==> config.mk <==
export PLATFORM = sky130hd
export DESIGN_NAME = drive_mode_arbiter
export DESIGN_NICKNAME = d
export VERILOG_FILES = /design/src/rtl/drive_mode_arbiter.sv
export SDC_FILE = /design/constraint.sdc
export NUM_CORES = 1
export LEC_CHECK = 0
export ABC_AREA = 0
export CAP_MARGIN = 20
export CORE_MARGIN = 2
export CORE_UTILIZATION = 40
export DETAILED_ROUTE_END_ITERATION = 8
export PLACE_DENSITY = 0.59
export SETUP_SLACK_MARGIN = 0.15
export SLEW_MARGIN = 10
export SYNTH_ARGS = -nofsm -noshare
export SYNTH_HDL_FRONTEND = slang
export SYNTH_SLANG_ARGS = --single-unit
==> constraint.sdc <==
create_clock -name i_sys_clk -period 2.5 [get_ports i_sys_clk]
set_input_delay 0.5 -clock i_sys_clk [delete_from_list [all_inputs] [get_ports i_sys_clk]]
set_output_delay 0.5 -clock i_sys_clk [all_outputs]
set_load 0.01 [all_outputs]
==> src/rtl/drive_mode_arbiter.sv <==
// Drive mode arbiter: grants one of manual / semi-auto / auto control of the
// moving_state command. A mode change passes through a stop-hold window. The
// granted command, plus sticky barrier place/destroy requests, is framed for
// a UART with a valid/ready handshake and a periodic refresh.
module drive_mode_arbiter #(
    parameter int SWITCH_HOLD = 4,
    parameter int REFRESH     = 1000
) (
    input  logic       i_sys_clk,
    input  logic       i_rst,
    input  logic       i_power,
    input  logic [1:0] i_mode_sel,
    input  logic [3:0] i_man_cmd,
    input  logic [3:0] i_semi_cmd,
    input  logic [3:0] i_auto_cmd,
    input  logic       i_semi_valid,
    input  logic       i_auto_valid,
    input  logic       i_place_req,
    input  logic       i_destroy_req,
    input  logic       i_tx_ready,
    output logic       o_tx_valid,
    output logic [7:0] o_tx_data,
    output logic [1:0] o_active_mode,
    output logic [2:0] o_grant,
    output logic       o_switch_pending
);

    // state  | meaning
    // OFF    | engine unpowered, no grant, stop command
    // MANUAL | manual controller owns the command
    // SEMI   | semi-auto requester owns the command
    // AUTO   | auto requester owns the command
    // SWITCH | stop held for SWITCH_HOLD cycles before granting the target
    typedef enum logic [2:0] {
        ST_OFF,
        ST_MANUAL,
        ST_SEMI,
        ST_AUTO,
        ST_SWITCH
    } state_t;

    localparam logic [1:0]  MODE_MANUAL  = 2'b00;
    localparam logic [1:0]  MODE_RSVD    = 2'b11;
    localparam logic [7:0]  HOLD_LAST    = 8'(SWITCH_HOLD - 1);
    localparam logic [15:0] REFRESH_LAST = 16'(REFRESH - 1);
    // A frame loaded on the edge where the idle counter reaches REFRESH-1
    // is accepted REFRESH cycles after the previous one.
    localparam logic [15:0] REFRESH_DUE  = 16'(REFRESH - 2);

    state_t      r_state;
    logic [1:0]  r_active_mode;
    logic [1:0]  r_target;
    logic [7:0]  r_hold_cnt;
    logic [2:0]  r_grant;
    logic        r_switch_pending;

    logic        r_tx_valid;
    logic [7:0]  r_tx_data;
    logic [3:0]  r_last_cmd;
    logic [15:0] r_refresh_cnt;
    logic        r_place_flag;
    logic        r_destroy_flag;

    logic [3:0]  w_cmd;
    logic        w_xfer;
    logic        w_build;
    logic        w_mode_req;
    logic        w_frame_place;

    function automatic state_t mode_to_state(input logic [1:0] m);
        case (m)
            2'b01:   return ST_SEMI;
            2'b10:   return ST_AUTO;
            default: return ST_MANUAL;
        endcase
    endfunction

    function automatic logic [2:0] mode_to_grant(input logic [1:0] m);
        case (m)
            2'b01:   return 3'b010;
            2'b10:   return 3'b100;
            default: return 3'b001;
        endcase
    endfunction

    // Command of the currently granted requester; stop whenever nobody owns it.
    always_comb begin
        w_cmd = 4'b0000;
        case (r_state)
            ST_MANUAL: w_cmd = i_man_cmd;
            ST_SEMI:   w_cmd = i_semi_valid ? i_semi_cmd : 4'b0000;
            ST_AUTO:   w_cmd = i_auto_valid ? i_auto_cmd : 4'b0000;
            default:   w_cmd = 4'b0000;
        endcase
    end

    assign w_mode_req = (i_mode_sel != MODE_RSVD);

    // Mode FSM with registered grant, active mode and switch flag.
    always_ff @(posedge i_sys_clk or posedge i_rst) begin
        if (i_rst) begin
            r_state          <= ST_OFF;
            r_active_mode    <= MODE_MANUAL;
            r_target         <= MODE_MANUAL;
            r_hold_cnt       <= '0;
            r_grant          <= 3'b000;
            r_switch_pending <= 1'b0;
        end else if (!i_power) begin
            r_state          <= ST_OFF;
            r_active_mode    <= MODE_MANUAL;
            r_target         <= MODE_MANUAL;
            r_hold_cnt       <= '0;
            r_grant          <= 3'b000;
            r_switch_pending <= 1'b0;
        end else begin
            case (r_state)
                ST_OFF: begin
                    r_state       <= ST_MANUAL;
                    r_active_mode <= MODE_MANUAL;
                    r_grant       <= 3'b001;
                end
                ST_MANUAL, ST_SEMI, ST_AUTO: begin
                    if (w_mode_req && (i_mode_sel != r_active_mode)) begin
                        r_state          <= ST_SWITCH;
                        r_target         <= i_mode_sel;
                        r_hold_cnt       <= '0;
                        r_grant          <= 3'b000;
                        r_switch_pending <= 1'b1;
                    end
                end
                ST_SWITCH: begin
                    // A new target (including a return to the source) restarts the hold.
                    if (w_mode_req && (i_mode_sel != r_target)) begin
                        r_target   <= i_mode_sel;
                        r_hold_cnt <= '0;
                    end else if (r_hold_cnt == HOLD_LAST) begin
                        r_state          <= mode_to_state(r_target);
                        r_active_mode    <= r_target;
                        r_grant          <= mode_to_grant(r_target);
                        r_switch_pending <= 1'b0;
                        r_hold_cnt       <= '0;
                    end else begin
                        r_hold_cnt <= r_hold_cnt + 8'd1;
                    end
                end
                default: begin
                    r_state          <= ST_OFF;
                    r_grant          <= 3'b000;
                    r_switch_pending <= 1'b0;
                end
            endcase
        end
    end

    assign w_xfer        = r_tx_valid & i_tx_ready;
    // Destroy has priority; a pending place waits for the following frame.
    assign w_frame_place = r_place_flag & ~r_destroy_flag;
    assign w_build       = ~r_tx_valid &
                           ((w_cmd != r_last_cmd) | r_place_flag | r_destroy_flag |
                            (r_refresh_cnt >= REFRESH_DUE));

    // Frame register, handshake and idle refresh counter.
    always_ff @(posedge i_sys_clk or posedge i_rst) begin
        if (i_rst) begin
            r_tx_valid    <= 1'b0;
            r_tx_data     <= 8'h80;
            r_last_cmd    <= 4'b0000;
            r_refresh_cnt <= '0;
        end else if (w_xfer) begin
            r_tx_valid    <= 1'b0;
            r_last_cmd    <= r_tx_data[3:0];
            r_refresh_cnt <= '0;
        end else begin
            if (r_refresh_cnt != REFRESH_LAST) begin
                r_refresh_cnt <= r_refresh_cnt + 16'd1;
            end
            if (w_build) begin
                r_tx_valid <= 1'b1;
                r_tx_data  <= {2'b10, r_destroy_flag, w_frame_place, w_cmd};
            end
        end
    end

    // Sticky barrier flags; a same-cycle pulse wins over the clear on transfer.
    always_ff @(posedge i_sys_clk or posedge i_rst) begin
        if (i_rst) begin
            r_place_flag   <= 1'b0;
            r_destroy_flag <= 1'b0;
        end else begin
            r_place_flag   <= i_place_req | (r_place_flag & ~(w_xfer & r_tx_data[4]));
            r_destroy_flag <= i_destroy_req | (r_destroy_flag & ~(w_xfer & r_tx_data[5]));
        end
    end

    assign o_tx_valid       = r_tx_valid;
    assign o_tx_data        = r_tx_data;
    assign o_active_mode    = r_active_mode;
    assign o_grant          = r_grant;
    assign o_switch_pending = r_switch_pending;

endmodule

==> metrics.txt <==
Leak 1.41 nW; H-tree levels 2; capture point of the worst reg-to-reg path o_grant[0]$_DFFE_PP0P_; HPWL after detailed placement 3990 um; Psw 0.593 mW; DP Cell Count 389; CP Launch Type register; Die X 85.1 um; CP endpoint kind register; Via-to-Cell Ratio 4.99; most frequent cells in the layout 47 x dfrtp_1, 36 x nor2_1, 35 x nand2_1; Rows 29; met3 wire length 154 um; run status completed; GPL Wtd Cong 0.804; clock latency on the worst-skew pair 0.30 ns; antenna violations before repair 0; Syn Area/Cell 9.60 um2; largest net degree at the start of global routing 43; Comb power frac 25.6%; post-synth top area cell dfrtp_1; Metal-1 WL 2500 um; top post-synthesis cells by area dfrtp_1 46%, nor2_1 5.1%, nand2_1 5.0%, xor2_1 3.7%, o21ai_0 3.6%; GRT Overall Usage 14.9%; RSZ-0062 raised after global routing true; Post-Syn Area 2630 um2; CTS tree yes; sequential area share after synthesis 45.7%; Detailed Routing Iterations Pass 1 4; Max Cap Violations 0; endpoints failing hold 0; worst reg2reg path depth 7; Yosys warnings 0; grt total ovfl 0; met2 WL 2520 um; post-route ant nets 0; DIE HEIGHT 85.1 um; Setup WS pre-CTS -0.110 ns; Die ar. 7240 um2; Reg2Reg Setup Slack 0.29 ns; Slew headroom 63.9%; CP Max Fanout 7; Port Buf Inserts 34; WS Path Type reg -> reg; internal power 1.34 mW; syn nets 302; WL/cell 13.1 um; Worst EP required 2.70 ns; CTS Buf Count 5; commonest non-fill, non-tap cell in the layout dfrtp_1; clk slew on worst S/H paths 0.10 ns; final WL 5200 um; uppermost routed layer met4; FILL cells 605; Top FF cell, synth dfrtp_1; fraction of registers with async set/reset 100%; sw frac 30.7%; FF+latch count, synth 48; clock sinks 48; Ports 37; final setup fails 0; skew final 0.0106 ns; First DRT Iteration DRCs 68; Initial Util 41.4%; Peak VDD IR 0.311 mV; achievable clock frequency 453 MHz; synthesis-to-layout area growth 22.7%; CTS max path bufs 2; first-pass GRT wire length 8900 um; number of global-route vias before repair 1,914; DRC 0; hold buffers post-CTS 0; Synth cell types 47; Crit Reg-Reg Startpoint r_hold_cnt[0]$_DFFE_PP0P_; final core occ 50.8%; Diodes inserted 0; post-layout min period 2.21 ns; top-area cell type share of the netlist area 45.7%; root buffer cell clkbuf_8; min-delay worst type in -> async; Final Max Slew Viols 0; Clock Power Share 25.5%; layout cells sized above 1 14.6%; Worst-Margin Slew 0.539 ns; Mapped Cells 274; EDFF count, synth 0; PnR worst setup slack 0.291 ns; Power Dens Cells 599 nW/um2; post-route clock period utilization 88.4%; Seq pwr share 48.9%; setup tns final 0 ns; Net count, final 348; vias 1,988; core area 6350 um2; Final Non-Filler Cells 398; CP arrival 2.41 ns
==> metrics by stage <==
stage	total power [mW]	hold WS (ns)	instance area, um2
6_report	1.93	0.401	3230
5_1_grt	2.05	0.399	3230
4_1_cts	1.95	0.400	3210
3_5_place_dp	1.46	0.472	3120
3_3_place_gp	1.45	0.473	3120
2_1_floorplan	1.26	0.481	2630
==> how the worst max path moves through the flow <==
stage	start	end	cells after the start
2_1_floorplan	i_semi_valid	o_tx_data[0]$_DFFE_PP0P_	6
3_3_place_gp	i_mode_sel[0]	o_grant[1]$_DFFE_PP0P_	7
3_5_place_dp	i_mode_sel[0]	o_grant[0]$_DFFE_PP0P_	8
4_1_cts	i_mode_sel[0]	o_grant[0]$_DFFE_PP0P_	8
5_1_grt	r_hold_cnt[0]$_DFFE_PP0P_	o_grant[0]$_DFFE_PP0P_	7
6_report	r_hold_cnt[0]$_DFFE_PP0P_	o_grant[0]$_DFFE_PP0P_	7
==> Yosys cell counts, types with 3 or more instances <==
master,count
dfrtp_1,48
nor2_1,36
nand2_1,35
o21ai_0,19
inv_1,12
nand3_1,11
xor2_1,11
a21o_1,6
ha_1,6
nand2b_1,6
xnor2_1,6
a21oi_1,5
or3_1,5
and3_1,4
clkbuf_1,4
mux2_2,4
o31ai_1,4
and2_1,3
buf_4,3
mux2_4,3
mux2i_1,3
nor2b_1,3
nor3_1,3
o21ai_1,3
==> power by group through the flow <==
stage                     Combinational, mW  Sequential (mW)  Clock [mW]
final                                 0.495            0.946       0.493
after global routing                  0.549            0.962       0.536
after CTS                             0.497            0.948       0.505
after detailed placement              0.495            0.963           0
after global placement                0.490            0.960           0
after floorplan                       0.312            0.948           0
==> flip-flops by register name, indices dropped and copies added, names as in the netlist <==
| signal | count |
|---|---|
| r_hold_cnt | 8 |
| r_place_flag | 1 |
| o_tx_data | 6 |
| o_grant | 3 |
| r_state | 3 |
| o_active_mode | 2 |
| r_refresh_cnt | 16 |
| o_tx_valid | 1 |
| r_last_cmd | 4 |
| r_destroy_flag | 1 |
| r_target | 2 |
| o_switch_pending | 1 |
==> layout make-up <==
class	instances	area, um2	area share [%]
inverter	12	45.0	1.40
sequential	48	1200	37.3
tap	77	96.3	2.99
clock inverter	2	13.8	0.427
multi-input combinational	205	1330	41.2
timing repair buffer	48	458	14.2
clock buffer	6	82.6	2.56
==> metal layers <==
layer  track usage, %  vias to the layer above
met2             24.9                       25
met3             3.11                        2
met4             2.60                        0
met5                0                        -
met1             20.3                      941
li1                 -                     1020
==> worst max-delay path: stages (launching register included) <==
cell and delay (ns):
dfrtp_1 0.40, ha_1 0.23, or4b_4 0.49, nor4_4 0.21
a311o_2 0.26, o31ai_2 0.13, buf_4 0.19, o31ai_1 0.21
==> cells by family (layout without fill, tap and decap cells) <==
group	count (synthesis)	count (layout)	share of synthesized area [%]
adder cells (fa/ha/maj)	6	6	2.85
AND/OR/NAND/NOR	118	118	23.1
flip-flops	48	48	45.7
AO/OA/AOI/OAI	52	52	13.9
buffers and inverters	21	68	4.00
multiplexers	10	10	4.57
other	2	2	0.286
XOR/XNOR	17	17	5.66
==> what timing repair did <==
action	4_1_cts	5_1_grt
endpoints found under the setup margin	0	8
gates resized for setup	0	2
setup buffers	0	1
endpoints found under the hold margin	0	0
No activity file was read; power rests on OpenSTA's default activity.
